$ cat src/rtl/display_pkg.sv
// Shared constants and types for the memory-mapped seven-segment display scanner.
package display_pkg;

  localparam logic [6:0] SEG_BLANK = 7'h7F;

  localparam logic [31:0] PRINT_ADDR_A_DEF = 32'h8000_0064;
  localparam logic [31:0] PRINT_ADDR_B_DEF = 32'h0000_0000;
  localparam logic [31:0] CTRL_ADDR_DEF    = 32'h8000_0068;

  localparam int unsigned CTRL_ENABLE_BIT   = 0;
  localparam int unsigned CTRL_BLANK_LZ_BIT = 1;

  typedef struct packed {
    logic blank_lz;
    logic enable;
  } ctrl_t;

endpackage

$ cat src/rtl/hex_to_7seg.sv
// Hex nibble to active-low seven-segment pattern, bit order {g,f,e,d,c,b,a}.
module hex_to_7seg
  import display_pkg::*;
(
  input  logic [3:0] nibble,
  output logic [6:0] seg
);

  always_comb begin
    seg = SEG_BLANK;
    case (nibble)
      4'h0: seg = 7'h40;
      4'h1: seg = 7'h79;
      4'h2: seg = 7'h24;
      4'h3: seg = 7'h30;
      4'h4: seg = 7'h19;
      4'h5: seg = 7'h12;
      4'h6: seg = 7'h02;
      4'h7: seg = 7'h78;
      4'h8: seg = 7'h00;
      4'h9: seg = 7'h10;
      4'hA: seg = 7'h08;
      4'hB: seg = 7'h03;
      4'hC: seg = 7'h46;
      4'hD: seg = 7'h21;
      4'hE: seg = 7'h06;
      4'hF: seg = 7'h0E;
    endcase
  end

endmodule

$ cat src/rtl/mmio_display_scanner.sv
// Snoops CPU writes for a print value and control word, double-buffers the value and
// time-multiplexes it onto a shared seven-segment bus with per-digit anode enables.
module mmio_display_scanner
  import display_pkg::*;
#(
  parameter int unsigned NUM_DIGITS   = 8,
  parameter int unsigned CLK_DIV      = 50000,
  parameter int unsigned DEAD_CYCLES  = 16,
  parameter logic [31:0] PRINT_ADDR_A = PRINT_ADDR_A_DEF,
  parameter logic [31:0] PRINT_ADDR_B = PRINT_ADDR_B_DEF,
  parameter logic [31:0] CTRL_ADDR    = CTRL_ADDR_DEF
) (
  input  logic                  clk,
  input  logic                  rst,
  input  logic [31:0]           MemoryAdr,
  input  logic [31:0]           MemoryData,
  input  logic                  wen,
  output logic [6:0]            seg_n,
  output logic [NUM_DIGITS-1:0] an_n,
  output logic [31:0]           shown_value,
  output logic                  frame_tick
);

  localparam int unsigned VW = NUM_DIGITS * 4;
  localparam int unsigned PW = (CLK_DIV > 1) ? $clog2(CLK_DIV) : 1;
  localparam int unsigned DW = (NUM_DIGITS > 1) ? $clog2(NUM_DIGITS) : 1;

  localparam logic [PW-1:0] PRE_LAST = PW'(CLK_DIV - 1);
  localparam logic [PW-1:0] DEAD_END = PW'(DEAD_CYCLES);
  localparam logic [DW-1:0] DIG_LAST = DW'(NUM_DIGITS - 1);

  logic [VW-1:0]         shadow_q;
  logic [VW-1:0]         display_q;
  logic [PW-1:0]         prescaler_q;
  logic [DW-1:0]         digit_q;
  ctrl_t                 ctrl_q;
  logic [6:0]            seg_q;
  logic [NUM_DIGITS-1:0] an_q;
  logic                  frame_tick_q;

  logic                  print_hit;
  logic                  ctrl_hit;
  logic                  slot_end;
  logic                  frame_end;
  logic                  dead;
  logic [3:0]            nibble;
  logic [6:0]            dec_seg;
  logic [NUM_DIGITS-1:0] lz_blank;
  logic                  upper_zero;
  logic [NUM_DIGITS-1:0] an_d;
  logic [6:0]            seg_d;

  assign print_hit = wen && ((MemoryAdr == PRINT_ADDR_A) || (MemoryAdr == PRINT_ADDR_B));
  assign ctrl_hit  = wen && (MemoryAdr == CTRL_ADDR);
  assign slot_end  = (prescaler_q == PRE_LAST);
  assign frame_end = slot_end && (digit_q == DIG_LAST);
  assign dead      = (prescaler_q < DEAD_END);

  always_comb begin
    nibble = 4'h0;
    for (int d = 0; d < NUM_DIGITS; d++) begin
      if (digit_q == DW'(d)) nibble = display_q[4*d +: 4];
    end
  end

  hex_to_7seg u_dec (
    .nibble (nibble),
    .seg    (dec_seg)
  );

  // A digit is a leading zero when it and every more-significant nibble are zero;
  // digit 0 is never blanked so a zero value still shows one "0".
  always_comb begin
    upper_zero = 1'b1;
    lz_blank   = '0;
    for (int d = NUM_DIGITS - 1; d >= 0; d--) begin
      upper_zero  = upper_zero && (display_q[4*d +: 4] == 4'h0);
      lz_blank[d] = ctrl_q.blank_lz && upper_zero && (d != 0);
    end
  end

  always_comb begin
    an_d  = '1;
    seg_d = SEG_BLANK;
    if (ctrl_q.enable && !dead) begin
      for (int d = 0; d < NUM_DIGITS; d++) begin
        if ((digit_q == DW'(d)) && !lz_blank[d]) begin
          an_d[d] = 1'b0;
          seg_d   = dec_seg;
        end
      end
    end
  end

  always_ff @(posedge clk) begin
    if (rst) begin
      shadow_q     <= '0;
      display_q    <= '0;
      prescaler_q  <= '0;
      digit_q      <= '0;
      ctrl_q       <= '{blank_lz: 1'b0, enable: 1'b1};
      seg_q        <= SEG_BLANK;
      an_q         <= '1;
      frame_tick_q <= 1'b0;
    end else begin
      if (print_hit) shadow_q <= VW'(MemoryData);
      if (ctrl_hit) begin
        ctrl_q.enable   <= MemoryData[CTRL_ENABLE_BIT];
        ctrl_q.blank_lz <= MemoryData[CTRL_BLANK_LZ_BIT];
      end
      if (!ctrl_q.enable) begin
        // Idle: hold the scan at its origin but keep the buffer tracking the shadow.
        prescaler_q <= '0;
        digit_q     <= '0;
        display_q   <= shadow_q;
      end else begin
        prescaler_q <= slot_end ? '0 : prescaler_q + PW'(1);
        if (slot_end) digit_q <= (digit_q == DIG_LAST) ? '0 : digit_q + DW'(1);
        if (frame_end) display_q <= shadow_q;
      end
      seg_q        <= seg_d;
      an_q         <= an_d;
      frame_tick_q <= ctrl_q.enable && frame_end;
    end
  end

  assign seg_n       = seg_q;
  assign an_n        = an_q;
  assign frame_tick  = frame_tick_q;
  assign shown_value = 32'(display_q);

endmodule

$ cat config.mk
export PLATFORM = sky130hd
export DESIGN_NAME = mmio_display_scanner
export DESIGN_NICKNAME = d
export VERILOG_FILES = /design/src/rtl/display_pkg.sv /design/src/rtl/hex_to_7seg.sv /design/src/rtl/mmio_display_scanner.sv
export SDC_FILE = /design/constraint.sdc
export NUM_CORES = 1
export LEC_CHECK = 0
export BUFFER_PORTS_ARGS = -buffer_cell sky130_fd_sc_hd__buf_2
export CORE_MARGIN = 2
export CORE_UTILIZATION = 47
export CTS_BUF_LIST = sky130_fd_sc_hd__clkbuf_2 sky130_fd_sc_hd__clkbuf_4 sky130_fd_sc_hd__clkbuf_8
export DETAILED_ROUTE_END_ITERATION = 6
export PLACE_DENSITY = 0.76
export SLEW_MARGIN = 40
export SYNTH_ARGS = -nofsm -noshare
export SYNTH_HDL_FRONTEND = slang
export SYNTH_SLANG_ARGS = --single-unit
$ cat constraint.sdc
create_clock -name clk -period 5.3 [get_ports clk]
set_input_delay 1.06 -clock clk [delete_from_list [all_inputs] [get_ports clk]]
set_output_delay 1.06 -clock clk [all_outputs]
set_load 0.1 [all_outputs]
==> results of run 1 <==
[final cells by class]
cell class / count / area share, %
multi-input cells: 386 / 43.37
flip-flops and latches: 101 / 37.72
repair buffers: 117 / 11.06
well taps: 129 / 3.011
clock buffers: 10 / 2.568
clock inverters: 6 / 1.284
inverters: 14 / 0.9804
[layout by cell type (no fill, tap or decap), types with 11 or more instances in the layout]
master	netlist	layout
nor2_1	65	65
inv_1	13	13
mux2i_1	35	35
nand2_1	89	88
dfxtp_1	101	101
xor2_1	11	11
nand3_1	23	23
a21oi_1	48	48
nor4_1	12	11
ha_1	13	13
buf_2	6	114
[cell families (layout without fill, tap and decap cells)]
group	Yosys count	in the layout
XOR/XNOR	13	13
multiplexers	35	35
AND/OR/NAND/NOR	236	236
buffers and inverters	43	147
adder cells (fa/ha/maj)	13	13
AO/OA/AOI/OAI	89	89
flip-flops	101	101
[registers in the layout (all words and copies together), names as in the netlist]
name / flops
an_n: 8
ctrl_q: 2
digit_q: 3
frame_tick: 1
prescaler_q: 16
seg_n: 7
shadow_q: 32
shown_value: 32
[through the flow]
stage / instance area, µm² / power [mW] / utilization (%) / setup slack (ns)
after global placement: 5125 / 0.8214 / 55.46 / 1.849
after detailed placement: 5152 / 0.8230 / 55.76 / 1.862
after global routing: 5360 / 1.356 / 58.01 / 1.471
final: 5360 / 1.313 / 58.01 / 1.793
after floorplan: 4478 / 0.7947 / - / 2.282
after CTS: 5359 / 1.321 / 58.00 / 1.807
[worst register-to-register path, cell delays in order (launching register included)]
cell	delay [ns]
dfxtp_1	0.60
clkinv_1	0.32
ha_1	0.39
or2_2	0.34
a221oi_1	0.22
a2111oi_0	0.10
o21ai_1	0.42
ha_1	0.25
a21boi_0	0.18
o311ai_0	0.26
o21a_1	0.19
o211ai_1	0.16
[final timing paths]
kind | endpoint | slack (ns) | cells after the start
worst min-delay path | shown_value[2] | 0.47 | 2
worst min register to register | shown_value[2] | 0.47 | 2
worst max register to register | seg_n[5] | 1.79 | 11
worst max-delay path | seg_n[5] | 1.79 | 11
[power by group]
part	total [mW]	switching, mW	internal, mW
registers	0.762	0.00141	0.760
logic	0.0434	0.0217	0.0217
clock network	0.507	0.273	0.235
[layer usage]
metal	track usage, %	vias to the layer above
met2	35.17	141
met4	10.50	0
met1	30.66	1945
li1	-	2031
met5	0	-
met3	4.072	22
==> reports/qor.txt, run 1 <==
worst reg2reg startpoint -> digit_q[2]
initial cell density of the core -> 48.46%
Horiz. Die Dim -> 101.6 µm
clock buffer count from CTS -> 9
met2 WL -> 5.342 mm
synthesized netlist net count -> 610
fraction of the mapped netlist area in simple logic gates -> 24.28%
Post-Route Skew -> 0.01115 ns
area share of the largest cell type after synthesis -> 45.15%
class of the tightest hold or removal check -> reg2reg
Post-route DRC -> 0
arrival time of the worst setup path -> 3.80 ns
number of global-route vias before repair -> 3809
maximum number of pins on one net before global-route repair -> 68
remaining global-route overflow -> 0
height of the die -> 101.6 µm
half-perimeter wire length after placement -> 8.354 mm
maximum root-to-sink buffer count -> 2
standard-cell row count -> 35
combined flip-flop and latch cell area -> 2022 µm²
count of mapped cells out of synthesis -> 530
router iterations before antenna repair -> 5
share of cell area taken by muxes after synthesis -> 7.823%
Netlist cell types -> 51
Clock Sinks -> 101
max-cap violation count -> 0
quantity of I/O buffers inserted on ports -> 114
slowest stage cell on the critical path -> dfxtp_1
achievable clock frequency -> 0.2852 GHz
Relative slew margins -> 49.27%
Synth Area in Adders -> 3.632%
total of flip-flops plus latches after synthesis -> 101
wire length reported by the detailed router -> 11.31 mm
level count of the clock H-tree -> 3
Critical Path, Cell by Cell -> clkinv_1, ha_1, or2_2, a221oi_1, a2111oi_0, o21ai_1, ha_1, a21boi_0, o311ai_0, o21a_1, o211ai_1
Main synth FF type -> dfxtp_1
required time at the endpoint of the critical path -> 5.59 ns
top routing layer in use -> met4
fill cell total of the finished layout -> 855
floorplan die area -> 10320 µm²
initial antenna violation count -> 0
final hold slack -> 0.4670 ns
number of synthesis warnings -> 0
startpoint of the tightest hold check path -> shadow_q[2]
top-level port count -> 115
number of vias per cell after detailed routing -> 5.425
unrepaired setup endpoints after global routing -> false
final net count -> 709
Floorplan Core Area -> 9240 µm²
total standard cell area after synthesis -> 4478 µm²
static leakage power -> 2.055 nW
detail-routed net length per standard cell -> 14.82 µm
main combinational cell family by area after synthesis -> simple AND/OR/NAND/NOR gates
nature of the critical path startpoint -> flop
total via count after detailed routing -> 4139
CTS tree -> done
Final Cycle Share -> 66.16%
Layout area overhead -> 19.70%
final estimated routing congestion in global placement -> 0.9325
WP buf/inv -> 1
final hold violation count -> 0
diode count -> 0
worst skew pair latency -> 0.38 ns
stage delay of the slowest cell on the critical path -> 0.60 ns
share of post-route cells with drive strength above 1 -> 22.87%
root buffer selected by CTS -> clkbuf_8
number of nets with antenna violations after routing -> 0
Detail Route met3 WL -> 570 µm
number of enable flip-flop cells after synthesis -> 0
setup TNS -> 0 ns
final-report max-slew violation count -> 0
transition time at the pin with the least slew margin -> 0.7418 ns
async set or reset register ratio after synthesis -> 0%
overall fraction of global-route tracks in use -> 22.67%
filler-free cell count of the finished design -> 763
Post-CTS Setup Repair Bufs -> 0
most prevalent standard cell on the critical path -> ha_1
synthesized area divided by synthesized cell count -> 8.449 µm²
minimum clock period after layout -> 3.507 ns
power density normalized to cell area -> 244.9 nW/µm²
path type of the worst setup path -> reg2reg
violation count after the first detailed-routing iteration -> 215
Setup Viol. Count Final -> 0
number of cells upsized or downsized after cts -> 0
highest net fanout along the worst path -> 14
area taken by multi-input logic gates -> 2325 µm²
post-synth top area cell -> dfxtp_1
parity-gate share of the synthesized area counting xor and xnor cells -> 2.543%
source of the critical timing path -> digit_q[2]
result of the run -> finished clean
Max IR drop VDD -> 134.7 µV
crit-path leading delay family -> compound AO/OA/AOI/OAI gates
clock transition at the registers of the reported paths -> 0.09 ns
sort of element at the end of the critical path -> flop
cts hold-fix bufs -> 0
global-route wire length before repair -> 18.47 mm
cell with the most instances after synthesis -> dfxtp_1
Synth Area in Compound Gates -> 12.80%
top area cells in the synthesized netlist -> dfxtp_1, mux2i_1, nand2_1
routed length on met1 -> 5.121 mm
sequential element share of the synthesized area -> 45.15%
number of cells in the design after placement -> 747
top post-synthesis cells by count -> dfxtp_1, nand2_1, nor2_1
Power figures use the tool's default switching activity.
==> inputs of run 2 (changes only) <==
- PLACE_DENSITY: 0.76 -> 0.79
- clock period: 5.3 -> 3.15 ns (I/O delays scaled with it)
==> run 2 against run 1 <==
Die area unchanged. Largest power group unchanged. Combinational power increased by 69%. Critical endpoint unchanged. Sequential share of layout area fell by 0.22 points. Largest cell class unchanged. Maximum frequency rose by 26%. Routed wire length fell by 1.3%.
==> reports/qor.txt, run 2 (same netlist as run 1, synthesis figures left out) <==
result of the run -> finished clean
initial antenna violation count -> 0
number of cells in the design after placement -> 757
overall fraction of global-route tracks in use -> 21.95%
internal power of the cells -> 1.637 mW
final-report max-slew violation count -> 0
router iterations before antenna repair -> 7
register-to-register setup slack -> 0.37 ns
worst reg2reg startpoint -> digit_q[0]
Post-Route Skew -> 0.01152 ns
wire length reported by the detailed router -> 11.16 mm
worst hold path endpoint -> prescaler_q[0]
top library cells by usage in the layout, fill and taps aside -> buf_2, dfxtp_1, nand2_1, nor2_1, a21oi_1
maximum number of pins on one net before global-route repair -> 67
Floorplan Core Area -> 9240 µm²
final net count -> 720
NetSw -> 0.4838 mW
final core utilization -> 58.35%
achievable clock frequency -> 0.3601 GHz
part of the power in registers -> 60.4%
stage delay of the slowest cell on the critical path -> 0.35 ns
number of vias per cell after detailed routing -> 5.266
Horiz. Die Dim -> 101.6 µm
final estimated routing congestion in global placement -> 0.8704
number of nets with antenna violations after routing -> 0
maximum root-to-sink buffer count -> 2
Layout area overhead -> 20.40%
diode count -> 0
number of global-route vias before repair -> 3840
sort of element at the end of the critical path -> flop
leading cell type in the layout, fill and taps excluded -> buf_2
Setup Viol. Count Final -> 0
root buffer selected by CTS -> clkbuf_8
Clock Sinks -> 101
worst slack, placed -> 0.1626 ns
standard-cell row count -> 35
clock buffer count from CTS -> 9
nature of the critical path startpoint -> flop
Relative slew margins -> 52.97%
floorplan die area -> 10320 µm²
share of post-route cells with drive strength above 1 -> 23.88%
number of stages on the worst hold path -> 1
Critical Path, Cell by Cell -> ha_1, ha_1, or2_2, a221oi_1, a2111oi_0, o21ai_1, ha_1, a21boi_0, o311ai_0, o21a_1, o211ai_1
most prevalent standard cell on the critical path -> ha_1
part of the total power dissipated in combinational logic -> 3.4%
worst path setup slack after routing -> 0.3729 ns
worst skew pair latency -> 0.37 ns
static leakage power -> 2.106 nW
required time at the endpoint of the critical path -> 3.44 ns
fill cell total of the finished layout -> 834
slowest stage cell on the critical path -> dfxtp_1
max-cap violation count -> 0
arrival time of the worst setup path -> 3.07 ns
WP buf/inv -> 0
height of the die -> 101.6 µm
power density normalized to cell area -> 393.4 nW/µm²
quantity of I/O buffers inserted on ports -> 114
Post-route DRC -> 0
CTS tree -> done
clock transition at the registers of the reported paths -> 0.09 ns
startpoint of the tightest hold check path -> prescaler_q[0]
highest net fanout along the worst path -> 9
level count of the clock H-tree -> 3
global-route wire length before repair -> 17.99 mm
switching part of the total -> 22.81%
initial cell density of the core -> 48.46%
half-perimeter wire length after placement -> 8.433 mm
transition time at the pin with the least slew margin -> 0.6966 ns
path depth of the worst reg2reg path -> 11
clock group share of total power -> 36.1%
top-level port count -> 115
setup TNS -> 0 ns
total power after layout -> 2.121 mW
Max IR drop VDD -> 259.2 µV
minimum clock period after layout -> 2.777 ns
violation count after the first detailed-routing iteration -> 286
r2r endpoint -> seg_n[5]
filler-free cell count of the finished design -> 774
path type of the worst setup path -> reg2reg
remaining global-route overflow -> 0
class of the tightest hold or removal check -> reg2reg
final hold violation count -> 0
total via count after detailed routing -> 4076
crit-path leading delay family -> compound AO/OA/AOI/OAI gates
detail-routed net length per standard cell -> 14.42 µm
Final Cycle Share -> 88.16%
unrepaired setup endpoints after global routing -> false
==> run 2: worst register-to-register path: stages (launching register included) <==
cell and delay, ns:
dfxtp_1 0.35, ha_1 0.23, ha_1 0.29, or2_2 0.35, a221oi_1 0.23, a2111oi_0 0.11
o21ai_1 0.19, ha_1 0.20, a21boi_0 0.17, o311ai_0 0.26, o21a_1 0.19, o211ai_1 0.14
==> run 2: worst max path at each step <==
stage,from,endpoint,slack [ns],cells after the start
floorplan,digit_q[1],seg_n[3],0.13,13
global placement,digit_q[0],seg_n[3],0.31,11
detailed placement,digit_q[0],seg_n[5],0.16,11
CTS,digit_q[0],seg_n[5],0.14,11
global route,digit_q[1],seg_n[5],0.07,12
finish,digit_q[0],seg_n[5],0.37,11
==> run 2: layout make-up <==
| cell class | instances | area (µm²) | area share, % |
|---|---|---|---|
| multi-input combinational | 386 | 2300 | 42.65 |
| sequential | 101 | 2022 | 37.50 |
| timing repair buffer | 128 | 675.6 | 12.53 |
| tap | 129 | 161.4 | 2.994 |
| clock buffer | 12 | 146.4 | 2.715 |
| inverter | 14 | 52.55 | 0.9747 |
| clock inverter | 4 | 33.78 | 0.6266 |
==> run 2: repair_timing <==
item	4_1_cts	5_1_grt
resized for setup	0	1
hold buffers	0	0
setup endpoints to repair	0	3
setup buffers	0	1
==> run 2: power groups by stage <==
| stage | registers [mW] | logic [mW] | clock network [mW] |
|---|---|---|---|
| floorplan | 1.31 | 0.0264 | 0 |
| global placement | 1.31 | 0.0711 | 0 |
| detailed placement | 1.31 | 0.0732 | 0 |
| CTS | 1.28 | 0.0733 | 0.785 |
| global route | 1.28 | 0.0809 | 0.835 |
| finish | 1.28 | 0.0732 | 0.766 |
==> run 2: routing by layer <==
| metal | global-route usage (%) | vias up | part of all wire, % |
|---|---|---|---|
| met2 | 35.58 | 119 | 48 |
| met3 | 5.659 | 19 | 5.6 |
| met4 | 6.757 | 0 | 1.9 |
| li1 | - | 2051 | - |
| met1 | 28.71 | 1887 | 44 |
| met5 | 0 | - | 0 |
==> run 2: through the flow <==
step | hold slack [ns] | instance area, µm²
global route | 0.4788 | 5391
floorplan | 0.4129 | 4478
detailed placement | 0.4386 | 5201
CTS | 0.4563 | 5381
global placement | 0.4230 | 5200
finish | 0.4588 | 5391
==> inputs of run 3 (changes only) <==
- PLACE_DENSITY: 0.79 -> 0.76
- clock period: 3.15 -> 2.7 ns (I/O delays scaled with it)
==> run 3 against run 2 <==
Clock-buffer cell count shrank 3. Register-to-register slack got worse by 0.25 ns. Non-clock buffer count increased by 3. First-iteration DRC count decreased by 24%. Critical path depth decreased by 1. Routed wire length rose by 1.8%. Sequential power up 17%.
==> reports/qor.txt, run 3 (same netlist as run 1, synthesis figures left out) <==
result of the run -> finished clean
height of the die -> 101.6 µm
number of stages on the worst hold path -> 2
Clock Sinks -> 101
global-route wire length before repair -> 18.12 mm
detail-routed net length per standard cell -> 14.63 µm
top library cells by usage in the layout, fill and taps aside -> buf_2, dfxtp_1, nand2_1, nor2_1, a21oi_1
Critical Path, Cell by Cell -> ha_2, ha_4, or2_2, a221oi_1, a2111oi_0, o41ai_2, buf_12, mux2i_1, o22a_1, nand3_1
slowest stage cell on the critical path -> o41ai_2
final-report max-slew violation count -> 0
final hold slack -> 0.3900 ns
Floorplan Core Area -> 9240 µm²
placement-stage cell area -> 5271 µm²
router iterations before antenna repair -> 5
number of cells in the design after placement -> 761
stage delay of the slowest cell on the critical path -> 0.44 ns
level count of the clock H-tree -> 3
max-cap violation count -> 0
quantity of I/O buffers inserted on ports -> 114
Layout area overhead -> 23.92%
Setup Viol. Count Final -> 0
worst slack, placed -> -0.03217 ns
Design Area, Final -> 5549 µm²
number of nets with antenna violations after routing -> 0
static leakage power -> 2.150 nW
violation count after the first detailed-routing iteration -> 216
setup TNS -> 0 ns
worst path setup slack after routing -> 0.1269 ns
power density normalized to cell area -> 468.6 nW/µm²
unrepaired setup endpoints after global routing -> false
Horiz. Die Dim -> 101.6 µm
Relative slew margins -> 58.28%
clock transition at the registers of the reported paths -> 0.11 ns
initial cell density of the core -> 48.46%
final net count -> 723
floorplan die area -> 10320 µm²
maximum number of pins on one net before global-route repair -> 67
root buffer selected by CTS -> clkbuf_8
filler-free cell count of the finished design -> 777
half-perimeter wire length after placement -> 8.619 mm
number of global-route vias before repair -> 3750
path depth of the worst reg2reg path -> 10
remaining global-route overflow -> 0
worst skew pair latency -> 0.37 ns
wire length reported by the detailed router -> 11.37 mm
arrival time of the worst setup path -> 2.83 ns
share of post-route cells with drive strength above 1 -> 26.70%
standard-cell row count -> 35
transition time at the pin with the least slew margin -> 0.6258 ns
nature of the critical path startpoint -> flop
Post-CTS Setup Repair Bufs -> 0
top-level port count -> 115
required time at the endpoint of the critical path -> 2.95 ns
cts hold-fix bufs -> 0
final estimated routing congestion in global placement -> 0.9255
leading cell type in the layout, fill and taps excluded -> buf_2
maximum root-to-sink buffer count -> 2
minimum clock period after layout -> 2.573 ns
clock buffer count from CTS -> 9
overall fraction of global-route tracks in use -> 22.01%
Final Cycle Share -> 95.30%
initial antenna violation count -> 0
total via count after detailed routing -> 4092
CTS tree -> done
sort of element at the end of the critical path -> flop
diode count -> 0
path type of the worst setup path -> reg2reg
number of vias per cell after detailed routing -> 5.266
highest net fanout along the worst path -> 14
total power after layout -> 2.600 mW
fill cell total of the finished layout -> 834
final core utilization -> 60.05%
Max IR drop VDD -> 297.8 µV
Post-Route Skew -> 0.01926 ns
final hold violation count -> 0
achievable clock frequency -> 0.3886 GHz
class of the tightest hold or removal check -> in2reg
Post-route DRC -> 0
==> run 3: path summary, 6_finish.rpt <==
check	from	endpoint	slack, ns
min reg2reg	shadow_q[30]	shown_value[30]	0.44
min	MemoryData[0]	ctrl_q[0]	0.39
max reg2reg	digit_q[0]	seg_n[0]	0.13
max	digit_q[0]	seg_n[0]	0.13
==> run 3: layout make-up <==
class                      count  area, µm²  share of cell area [%]
tap                          129      161.4                   2.909
clock buffer                   9      123.9                   2.232
multi-input combinational    386       2355                   42.44
clock inverter                 7      100.1                   1.804
timing repair buffer         131      726.9                   13.10
inverter                      14      52.55                  0.9470
sequential                   101       2029                   36.57
==> run 3: repair_timing <==
action | CTS | global route
pin swaps | 0 | 4
hold endpoints to repair | 0 | 0
resized for setup | 1 | 18
endpoints found under the setup margin | 3 | 7
==> run 3: report_power, final <==
part           leakage (nW)  internal [mW]  switching [mW]
Sequential            0.817           1.49         0.00282
Combinational          1.22         0.0427          0.0426
Clock                 0.112          0.458           0.561
==> run 3: routing by layer <==
layer / vias to the layer above / GRT usage [%] / share of wire (%)
met5: - / 0 / 0
li1: 2053 / - / -
met1: 1897 / 29.91 / 46
met2: 121 / 34.97 / 47
met3: 21 / 4.693 / 5.1
met4: 0 / 7.069 / 2.0
==> run 3: critical path: cells and delay by family (launching register included) <==
family / cells / cell delay, ns
muxes: 1 / 0.19
and+or+nand+nor: 2 / 0.38
buffers and inverters: 1 / 0.19
adders and majority gates: 2 / 0.40
DFF: 1 / 0.35
AOI/OAI and AO/OA: 4 / 0.94
